==> src/rtl/qar_timer_pkg.sv <==
// Shared definitions for the QAR-Core machine timer: register offsets, CTRL bits, bus FSM states.
// No logic here; imported by the timer top and the bus wait-state FSM.
package qar_timer_pkg;

   localparam logic [7:0] TMR_CTRL     = 8'h00;
   localparam logic [7:0] TMR_COUNT    = 8'h04;
   localparam logic [7:0] TMR_COMPARE  = 8'h08;
   localparam logic [7:0] TMR_STATUS   = 8'h0C;
   localparam logic [7:0] TMR_PRESCALE = 8'h10;

   localparam int CTRL_EN          = 0;
   localparam int CTRL_AUTO_RELOAD = 1;
   localparam int CTRL_IRQ_EN      = 2;

   typedef enum logic [1:0] {
      BUS_IDLE = 2'd0,
      BUS_WAIT = 2'd1,
      BUS_RESP = 2'd2
   } bus_state_e;

endpackage

==> src/rtl/qar_bus_wait_fsm.sv <==
// Generic MMIO target FSM: latches a request, burns WAIT_STATES cycles, then strobes ready for one cycle.
// ready_o follows acceptance by 1+WAIT_STATES cycles; the core holds the request, so no other backpressure.
module qar_bus_wait_fsm
   import qar_timer_pkg::*;
#(
   parameter int unsigned WAIT_STATES = 1,
   parameter int unsigned AW          = 6,
   parameter int unsigned DW          = 32
) (
   input  logic          clk_i,
   input  logic          rst_i,
   input  logic          sel_i,
   input  logic          we_i,
   input  logic [AW-1:0] addr_i,
   input  logic [DW-1:0] wdata_i,
   output logic          fire_o,
   output logic          we_o,
   output logic [AW-1:0] addr_o,
   output logic [DW-1:0] wdata_o,
   output logic          ready_o
);

   bus_state_e    state_q;
   logic [3:0]    ws_cnt_q;
   logic          we_q;
   logic [AW-1:0] addr_q;
   logic [DW-1:0] wdata_q;
   logic          ready_q;

   // With zero wait states the access commits straight from IDLE, before the latch is valid.
   assign fire_o  = ((state_q == BUS_IDLE) && sel_i && (WAIT_STATES == 0)) ||
                    ((state_q == BUS_WAIT) && (ws_cnt_q == 4'd0));
   assign we_o    = (state_q == BUS_IDLE) ? we_i    : we_q;
   assign addr_o  = (state_q == BUS_IDLE) ? addr_i  : addr_q;
   assign wdata_o = (state_q == BUS_IDLE) ? wdata_i : wdata_q;
   assign ready_o = ready_q;

   always_ff @(posedge clk_i) begin
      if (rst_i) begin
         state_q  <= BUS_IDLE;
         ws_cnt_q <= 4'd0;
         we_q     <= 1'b0;
         addr_q   <= '0;
         wdata_q  <= '0;
         ready_q  <= 1'b0;
      end else begin
         ready_q <= 1'b0;
         case (state_q)
            BUS_IDLE: begin
               if (sel_i) begin
                  we_q    <= we_i;
                  addr_q  <= addr_i;
                  wdata_q <= wdata_i;
                  if (WAIT_STATES == 0) begin
                     state_q <= BUS_RESP;
                     ready_q <= 1'b1;
                  end else begin
                     state_q  <= BUS_WAIT;
                     ws_cnt_q <= 4'(WAIT_STATES - 1);
                  end
               end
            end
            BUS_WAIT: begin
               if (ws_cnt_q == 4'd0) begin
                  state_q <= BUS_RESP;
                  ready_q <= 1'b1;
               end else begin
                  ws_cnt_q <= ws_cnt_q - 4'd1;
               end
            end
            BUS_RESP: state_q <= BUS_IDLE;
            default:  state_q <= BUS_IDLE;
         endcase
      end
   end

endmodule

==> src/rtl/qar_timer_responder.sv <==
// Memory-mapped machine timer on the QAR-Core data bus; responds in 1+WAIT_STATES cycles, one access per WAIT_STATES+2.
// Prescaled COUNT vs COMPARE raises irq_timer; cleared by an acknowledge rising edge or a STATUS write-1.
module qar_timer_responder
   import qar_timer_pkg::*;
#(
   parameter logic [31:0] BASE_ADDR   = 32'h4000_0000,
   parameter int unsigned WAIT_STATES = 1
) (
   input  logic        clk,
   input  logic        rst,
   input  logic        mem_valid,
   input  logic        mem_we,
   input  logic [31:0] mem_addr,
   input  logic [31:0] mem_wdata,
   output logic        mem_ready,
   output logic [31:0] mem_rdata,
   output logic        irq_timer,
   input  logic        irq_timer_ack
);

   logic        sel, fire, acc_we;
   logic [5:0]  acc_addr;
   logic [7:0]  acc_off;
   logic [31:0] acc_wdata, rd_val;
   logic        unused_addr_bits;

   logic [2:0]  ctrl_q, ctrl_d;
   logic [31:0] count_q, count_d, compare_q, compare_d;
   logic [15:0] prescale_q, prescale_d, pre_cnt_q, pre_cnt_d;
   logic        pending_q, pending_d;
   logic [1:0]  ack_q;
   logic        irq_q;
   logic [31:0] rdata_q;

   logic wr, wr_ctrl, wr_count, wr_compare, wr_status, wr_prescale;
   logic tick, match, ack_rise, en_rise;

   assign sel              = mem_valid && (mem_addr[31:8] == BASE_ADDR[31:8]);
   assign unused_addr_bits = ^mem_addr[1:0];

   qar_bus_wait_fsm #(.WAIT_STATES(WAIT_STATES), .AW(6), .DW(32)) u_bus (
      .clk_i   (clk),
      .rst_i   (rst),
      .sel_i   (sel),
      .we_i    (mem_we),
      .addr_i  (mem_addr[7:2]),
      .wdata_i (mem_wdata),
      .fire_o  (fire),
      .we_o    (acc_we),
      .addr_o  (acc_addr),
      .wdata_o (acc_wdata),
      .ready_o (mem_ready)
   );

   assign acc_off     = {acc_addr, 2'b00};
   assign wr          = fire && acc_we;
   assign wr_ctrl     = wr && (acc_off == TMR_CTRL);
   assign wr_count    = wr && (acc_off == TMR_COUNT);
   assign wr_compare  = wr && (acc_off == TMR_COMPARE);
   assign wr_status   = wr && (acc_off == TMR_STATUS);
   assign wr_prescale = wr && (acc_off == TMR_PRESCALE);

   assign tick     = ctrl_q[CTRL_EN] && (pre_cnt_q == prescale_q);
   assign match    = tick && (count_q == compare_q);
   assign ack_rise = ack_q[0] && !ack_q[1];
   assign en_rise  = wr_ctrl && acc_wdata[CTRL_EN] && !ctrl_q[CTRL_EN];

   always_comb begin
      rd_val = '0;
      case (acc_off)
         TMR_CTRL:     rd_val = {29'd0, ctrl_q};
         TMR_COUNT:    rd_val = count_q;
         TMR_COMPARE:  rd_val = compare_q;
         TMR_STATUS:   rd_val = {31'd0, pending_q};
         TMR_PRESCALE: rd_val = {16'd0, prescale_q};
         default:      rd_val = '0;
      endcase
   end

   always_comb begin
      ctrl_d     = wr_ctrl     ? acc_wdata[2:0]  : ctrl_q;
      compare_d  = wr_compare  ? acc_wdata       : compare_q;
      prescale_d = wr_prescale ? acc_wdata[15:0] : prescale_q;

      pre_cnt_d = pre_cnt_q;
      if (en_rise)
         pre_cnt_d = '0;
      else if (ctrl_q[CTRL_EN])
         pre_cnt_d = tick ? 16'd0 : pre_cnt_q + 16'd1;

      // A bus store to COUNT overrides any increment or reload in the same cycle.
      count_d = count_q;
      if (wr_count)
         count_d = acc_wdata;
      else if (tick)
         count_d = (match && ctrl_q[CTRL_AUTO_RELOAD]) ? 32'd0 : count_q + 32'd1;

      pending_d = match || (pending_q && !(ack_rise || (wr_status && acc_wdata[0])));
   end

   always_ff @(posedge clk) begin
      if (rst) begin
         ctrl_q     <= '0;
         count_q    <= '0;
         compare_q  <= 32'hFFFF_FFFF;
         prescale_q <= '0;
         pre_cnt_q  <= '0;
         pending_q  <= 1'b0;
         ack_q      <= '0;
         irq_q      <= 1'b0;
         rdata_q    <= '0;
      end else begin
         ctrl_q     <= ctrl_d;
         count_q    <= count_d;
         compare_q  <= compare_d;
         prescale_q <= prescale_d;
         pre_cnt_q  <= pre_cnt_d;
         pending_q  <= pending_d;
         ack_q      <= {ack_q[0], irq_timer_ack};
         irq_q      <= pending_q && ctrl_q[CTRL_IRQ_EN];
         rdata_q    <= (fire && !acc_we) ? rd_val : 32'd0;
      end
   end

   assign mem_rdata = rdata_q;
   assign irq_timer = irq_q;

endmodule

==> config.mk <==
export PLATFORM = sky130hd
export DESIGN_NAME = qar_timer_responder
export DESIGN_NICKNAME = d
export VERILOG_FILES = /design/src/rtl/qar_timer_pkg.sv /design/src/rtl/qar_bus_wait_fsm.sv /design/src/rtl/qar_timer_responder.sv
export SDC_FILE = /design/constraint.sdc
export NUM_CORES = 1
export LEC_CHECK = 0
export BUFFER_PORTS_ARGS = -buffer_cell sky130_fd_sc_hd__buf_2
export CELL_PAD_IN_SITES_DETAIL_PLACEMENT = 1
export CELL_PAD_IN_SITES_GLOBAL_PLACEMENT = 2
export CORE_MARGIN = 1
export CORE_UTILIZATION = 25
export DETAILED_ROUTE_END_ITERATION = 10
export PLACE_DENSITY_LB_ADDON = 0.1
export SLEW_MARGIN = 20
export SYNTH_ARGS = -nofsm -noshare
export SYNTH_HDL_FRONTEND = slang
export SYNTH_HIERARCHICAL = 1
export SYNTH_SLANG_ARGS = --single-unit
==> constraint.sdc <==
create_clock -name clk -period 2.6 [get_ports clk]
set_input_delay 0.13 -clock clk [delete_from_list [all_inputs] [get_ports clk]]
set_output_delay 0.13 -clock clk [all_outputs]
set_load 0.01 [all_outputs]
After elaboration in Yosys (flattened, before gate mapping)
Index checks and enable logic that the tools add are counted.
{"block": "totals", "ff_bits": 181, "in_bits": 69}
{"block": "classes", "n_eq_ne": 11, "n_bitwise": 2, "reduce_logical": 35, "n_addsub": 3, "n_mux": 15}
{"cell": "32-bit one-hot mux with 5 select lines", "n": 1}
{"cell": "32-bit two-way mux", "n": 4}
{"cell": "32-bit by 1-bit adder with 32-bit output, second input constant", "n": 1}
{"cell": "32-bit equality test", "n": 1}
{"cell": "24-bit by 23-bit equality test with 1-bit output, second input constant", "n": 1}
{"cell": "1-bit logical AND", "n": 18}
{"cell": "16-bit by 1-bit adder with 16-bit output, second input constant", "n": 1}
{"cell": "16-bit equality test", "n": 1}
{"cell": "16-bit two-way mux", "n": 1}
{"cell": "6-bit by 2-bit equality test with 1-bit output, second input constant", "n": 2}
{"cell": "8-bit logical NOT", "n": 1}
{"cell": "4-bit two-way mux", "n": 2}
{"cell": "4-bit one-hot mux with 2 select lines", "n": 1}
{"cell": "6-bit by 1-bit equality test with 1-bit output, second input constant", "n": 1}
{"cell": "6-bit by 3-bit equality test with 1-bit output, second input constant", "n": 1}
{"cell": "6-bit two-way mux", "n": 1}
{"cell": "2-bit != test, second input constant", "n": 3}
{"cell": "2-bit OR reduction", "n": 3}
{"cell": "1-bit logical NOT", "n": 4}
{"cell": "4-bit logical NOT", "n": 1}
{"cell": "2-bit two-way mux", "n": 2}
{"cell": "2-bit one-hot mux with 2 select lines", "n": 1}
{"cell": "2-bit AND reduction", "n": 2}
{"cell": "2-bit nonzero test", "n": 2}
{"cell": "7 further kinds", "n": 10}

Logic depth before layout (Yosys ltp)
{"block": "logic_depth", "word_depth": 9, "ltp_mapped": 12, "ltp_nobuf": 9}

By module
The synthesis kept the hierarchy.
{"module": "qar_timer_responder", "n_inst": 1, "cells_per_inst": 739, "seq_area_each_um2": 2702.6, "area_each_um2": 6383.6}
{"module": "qar_bus_wait_fsm", "n_inst": 1, "cells_per_inst": 252, "seq_area_each_um2": 920.9, "area_each_um2": 2144.6}

Worst setup path after synthesis
No wires, ideal clock.
{"block": "synth_timing", "kind": "flip-flop to flip-flop", "startpoint": "reg u_bus.state_q[0]", "endpoint": "reg count_q[5]", "synth_period_minus_slack_ns": 2.881, "t_required_ns": 2.481, "setup_time_ns": 0.119, "arrival_time_ns": 2.762, "path_slack_ns": -0.281, "stages_incl_launch_ff": 13, "cell_sequence": "dfxtp_1 -> nor2_1 -> buf_2 -> mux2_2 -> nor4_1 -> and3_1 -> clkbuf_1 -> and3_1 -> buf_2 -> nor3_2 -> clkbuf_1 -> o21ai_0 -> nand2_1"}
{"block": "synth_between", "elab_chain_cells": 5, "elab_cells_between_ends": 11, "cone_classes": "eq/ne: 2; mux: 4; reduce/logical: 5"}
{"element": "start: declaration", "line_no": "qar_bus_wait_fsm.sv:23", "text": "bus_state_e state_q;"}
{"element": "start signal: assignment", "line_no": "qar_bus_wait_fsm.sv:40", "text": "state_q <= BUS_IDLE;"}
{"element": "start signal: assignment", "line_no": "qar_bus_wait_fsm.sv:55", "text": "state_q <= BUS_RESP;"}
{"element": "start signal: assignment", "line_no": "qar_bus_wait_fsm.sv:58", "text": "state_q <= BUS_WAIT;"}
{"element": "2-bit logical NOT (*)", "line_no": "qar_bus_wait_fsm.sv:34", "text": "assign addr_o = (state_q == BUS_IDLE) ? addr_i : addr_q;"}
{"element": "6-bit two-way mux (*)", "line_no": "qar_bus_wait_fsm.sv:34"}
{"element": "named net acc_addr[3]", "line_no": "qar_timer_responder.sv:22", "text": "logic [5:0] acc_addr;"}
{"element": "6-bit by 1-bit equality test with 1-bit output (*)", "line_no": "qar_timer_responder.sv:58", "text": "assign wr_count = wr && (acc_off == TMR_COUNT);"}
{"element": "1-bit logical AND (*)", "line_no": "qar_timer_responder.sv:58"}
{"element": "32-bit two-way mux or 2-bit nonzero test (tied branches)"}
{"element": "end signal: assignment", "line_no": "qar_timer_responder.sv:114", "text": "count_q <= count_d;"}
{"element": "end: declaration", "line_no": "qar_timer_responder.sv:28", "text": "logic [31:0] count_q, count_d, compare_q, compare_d;"}
The timed path passes the listed nets; every way through them passes the cells marked *.
A chain may end at the register's enable or synchronous reset.

Worst setup path after layout
{"block": "layout_timing", "startpoint": "reg u_bus.state_q[0]", "endpoint": "reg compare_q[28]"}
{"block": "layout_between", "elab_chain_cells": 4, "elab_cells_between_ends": 9, "cone_classes": "eq/ne: 2; mux: 3; reduce/logical: 4"}
{"element": "2-bit logical NOT", "line_no": "qar_bus_wait_fsm.sv:34"}
{"element": "6-bit two-way mux", "line_no": "qar_bus_wait_fsm.sv:34"}
{"element": "named net acc_addr[3]", "line_no": "qar_timer_responder.sv:22"}
{"element": "6-bit by 2-bit equality test with 1-bit output", "line_no": "qar_timer_responder.sv:59", "text": "assign wr_compare = wr && (acc_off == TMR_COMPARE);"}
{"element": "1-bit logical AND", "line_no": "qar_timer_responder.sv:59"}
{"element": "end signal: assignment", "line_no": "qar_timer_responder.sv:115", "text": "compare_q <= compare_d;"}
{"element": "end: declaration", "line_no": "qar_timer_responder.sv:28"}
The timed path passes the listed nets, and every way through them passes these cells.

==> run metrics <==
Clock power frac=a little under half; Die ar.=around 35,000 um^2; final setup margin=0.1403 ns; crit start category=flop; residual DRC count=0; root buffer cell=clkbuf_16; CTS H-Tree Depth=4; Ant. Diodes=0; global-route wire length before repair=about 49,000 um; Synth async-reset ratio=0%; Rows=67; dpl cell area=between 10,000 and 15,000 um^2; Avg Vias per Cell=~4.8; Psw=0.001374 W; worst hold start=rst; Cells after Synth=just under 1k; Final setup viols=0; hold path depth=2; Synth Cell Area=about 8500 um^2; yosys warns=6; f_max=slightly above 0.4 GHz; initial antenna violation count=0; GPL Wtd Cong=approximately 0.79; mux cell area share after synthesis=about a tenth; Post-synth EDFFs=0; TritonCTS clock tree=yes; ys flop type=dfxtp_1; XOR/XNOR Fraction of Synth Area=under 10%; Final period util=between 90% and 100%; WP data arrival=~2.8 ns; top routing layer in use=met4; Combinational Power Share=5.4%; maximum fanout along the worst path=9; port buffer count=100; pin count of the biggest net entering global routing=62; Max Slew Vio Count=0; Final #Nets=roughly 1.3k; Pre-Repair DR Iteration Count=7; internal power=roughly 0.0043 W; Worst Hold Path EP=ack_q[1]; Worst-Skew Late Latency=approximately 0.45 ns; Fin. Hold Viols=0; Post-Layout Cell Count=1,669; clock sinks=about 180; syn avg cell area=about 8.6 um^2; sw frac=around 24%; GRT Residual Overflow=0; Core Area=~34,000 um^2; max_cap viols=0; sequential group share of total power=a little under 50%; setup tns final=0 ns; CTS Buf Count=17; Filler cells=3,950; post-synthesis register bit count=around 180; minimum clock period=between 2 and 2.5 ns; pre-CTS setup slack=-0.3110 ns; Pwr per Cell Area=between 400 and 500 nW/um^2; Synth Area in Adders=less than 1%; worst-margin pin slew=0.4570 ns; I/O Pins=just over 100; WL met2=roughly 15,000 um; R2R Path Start=u_bus/state_q[0]; number of nets with antenna violations after routing=0; Compound-Gate Fraction of Synth Area=approximately 13%; Max clock buf depth=2; Clk pin slew, worst setup/hold paths=0.08 ns; GRT Total Usage=between 10% and 20%; Synth Area in Simple Gates=~23%; Post-Route WL=~32,000 um; max_slew headroom=a little over two thirds; Met3 Wirelength=roughly 770 um; final instance area=~11,000 um^2; Hold Crit Class=in -> reg; clk_skew=0.01713 ns; sequential element share of the synthesized area=between 40% and 50%; Synth cell types=61; routed metal-1 wire length=15,180 um; Syn Nets=~1.1k; share of cells above drive strength 1=about a quarter; Initial Util=roughly 25%; crit end category=flop; die height=between 150 and 200 um; worst r2r path cells=10; status=finished, final reports clean; worst path required time=a little under 3 ns; DR iter-0 viols=392; fin util=roughly a third; Worst IR Drop VDD=0.4755 mV; Crit Path Class=reg -> reg; reg2reg end=compare_q[28]; placed cells=1,594; Final HPWL DP=23,140 um; Layout area overhead=34.61%; wire length per cell=approximately 19 um; vias in the first global route=8,322; Lkg Pwr=~4.3 nW; FF-to-FF setup slack=0.14 ns; main combinational cell family by area after synthesis=simple AND/OR/NAND/NOR gates; die width=186.7 um; Vias=7,964
==> timing repair <==
| action | in CTS | in global routing |
|---|---|---|
| hold endpoints to repair | 40 | 0 |
| gates resized for setup | 2 | 14 |
| hold buffers | 40 | 0 |
| pin swaps | 0 | 3 |
| endpoints found under the setup margin | 17 | 70 |
| setup buffers | 0 | 2 |
| gates cloned | 0 | 2 |
==> worst max path at each step <==
| stage | to | cells past startpoint | start | slack (ns) |
|---|---|---|---|---|
| floorplan | pre_cnt_q[13] | 11 | u_bus/state_q[0] | 0.005 |
| global placement | count_q[13] | 7 | u_bus/state_q[1] | -0.23 |
| detailed placement | count_q[13] | 7 | u_bus/state_q[1] | -0.31 |
| CTS | count_q[4] | 10 | u_bus/state_q[1] | 0.05 |
| global route | compare_q[0] | 10 | u_bus/state_q[0] | -0.01 |
| finish | compare_q[28] | 10 | u_bus/state_q[0] | 0.14 |
==> synthesized netlist by cell type (all sizes together) (7+ instances only) <==
master / instances / area, um^2
a21oi: 72 / 360.4
a222oi: 15 / 150.1
a22oi: 33 / 247.7
a31oi: 8 / 50.05
and3: 21 / 132.6
and4: 7 / 61.31
buf: 18 / 98.85
clkbuf: 49 / 183.9
dfxtp: 181 / 3623
inv: 13 / 48.80
mux2: 39 / 439.2
mux2i: 36 / 360.4
nand2: 184 / 690.7
nand3: 22 / 110.1
nand4: 19 / 118.9
nor2: 69 / 259.0
nor3: 19 / 105.1
nor4: 21 / 165.2
o21ai: 27 / 135.1
xnor2: 10 / 87.58
xor2: 67 / 586.8
==> state kept, by name, summed over array words and instances, names as in the netlist <==
signal / cells
ack_q: 2
compare_q: 32
count_q: 32
ctrl_q: 3
irq_timer: 1
mem_rdata: 32
pending_q: 1
pre_cnt_q: 16
prescale_q: 16
u_bus/addr_q: 6
u_bus/ready_o: 1
u_bus/state_q: 2
u_bus/wdata_q: 32
u_bus/we_q: 1
u_bus/ws_cnt_q: 4
==> placed cells by master (no fill, tap or decap), drive strengths merged, types with 21 or more instances in the layout <==
| master | instances |
|---|---|
| dlygate4sd3 | 40 |
| xor2 | 67 |
| o21ai | 27 |
| nand2 | 184 |
| nor4 | 21 |
| nor2 | 69 |
| buf | 224 |
| a22oi | 33 |
| nand3 | 22 |
| mux2i | 36 |
| dfxtp | 181 |
| and3 | 21 |
| clkbuf | 21 |
| mux2 | 39 |
| a21oi | 72 |
==> stage by stage <==
step,hold slack (ns),power (W)
6_report,0.07600,0.005658
5_1_grt,0.1116,0.005879
4_1_cts,0.05028,0.005753
3_5_place_dp,0.3667,0.003103
3_3_place_gp,0.3548,0.003103
2_1_floorplan,0.2582,0.002952
==> cell type report <==
cell class	instances	area [um^2]	share of cell area, %
clock inverter	12	106.4	0.9264
multi-input combinational	730	4679	40.76
timing repair buffer	266	2008	17.49
tap	448	560.5	4.883
clock buffer	19	452.9	3.945
sequential	181	3623	31.56
inverter	13	48.80	0.4251
==> metal layers <==
layer / GRT usage, % / up-vias
li1: - / 3927
met1: 24.28 / 3914
met2: 31.33 / 102
met3: 2.896 / 21
met4: 4.823 / 0
met5: 0 / -
==> cells by family after synthesis <==
| family | after synthesis |
|---|---|
| DFF | 181 |
| AOI/OAI and AO/OA | 172 |
| and+or+nand+nor | 402 |
| muxes | 75 |
| buffers and inverters | 80 |
| xor gates and xnor gates | 77 |
| adders and majority gates | 4 |
==> power by group through the flow <==
stage | clock [W] | sequential [W] | combinational [W]
floorplan | 0 | 0.00284 | 0.000112
global placement | 0 | 0.00284 | 0.000261
detailed placement | 0 | 0.00284 | 0.000261
CTS | 0.00267 | 0.00278 | 0.000309
global route | 0.00277 | 0.00278 | 0.000331
finish | 0.00258 | 0.00278 | 0.000304
==> worst max-delay path, stage by stage (launching register included) <==
cell       delay (ns)
dfxtp_1          0.34
nor2_4           0.22
mux2_4           0.34
nor4_4           0.29
buf_4            0.17
nand2_1          0.08
nor2_2           0.11
and3_4           0.30
clkbuf_16        0.21
mux2i_1          0.19
nand2_1          0.07
(Power assumes the default switching activity.)
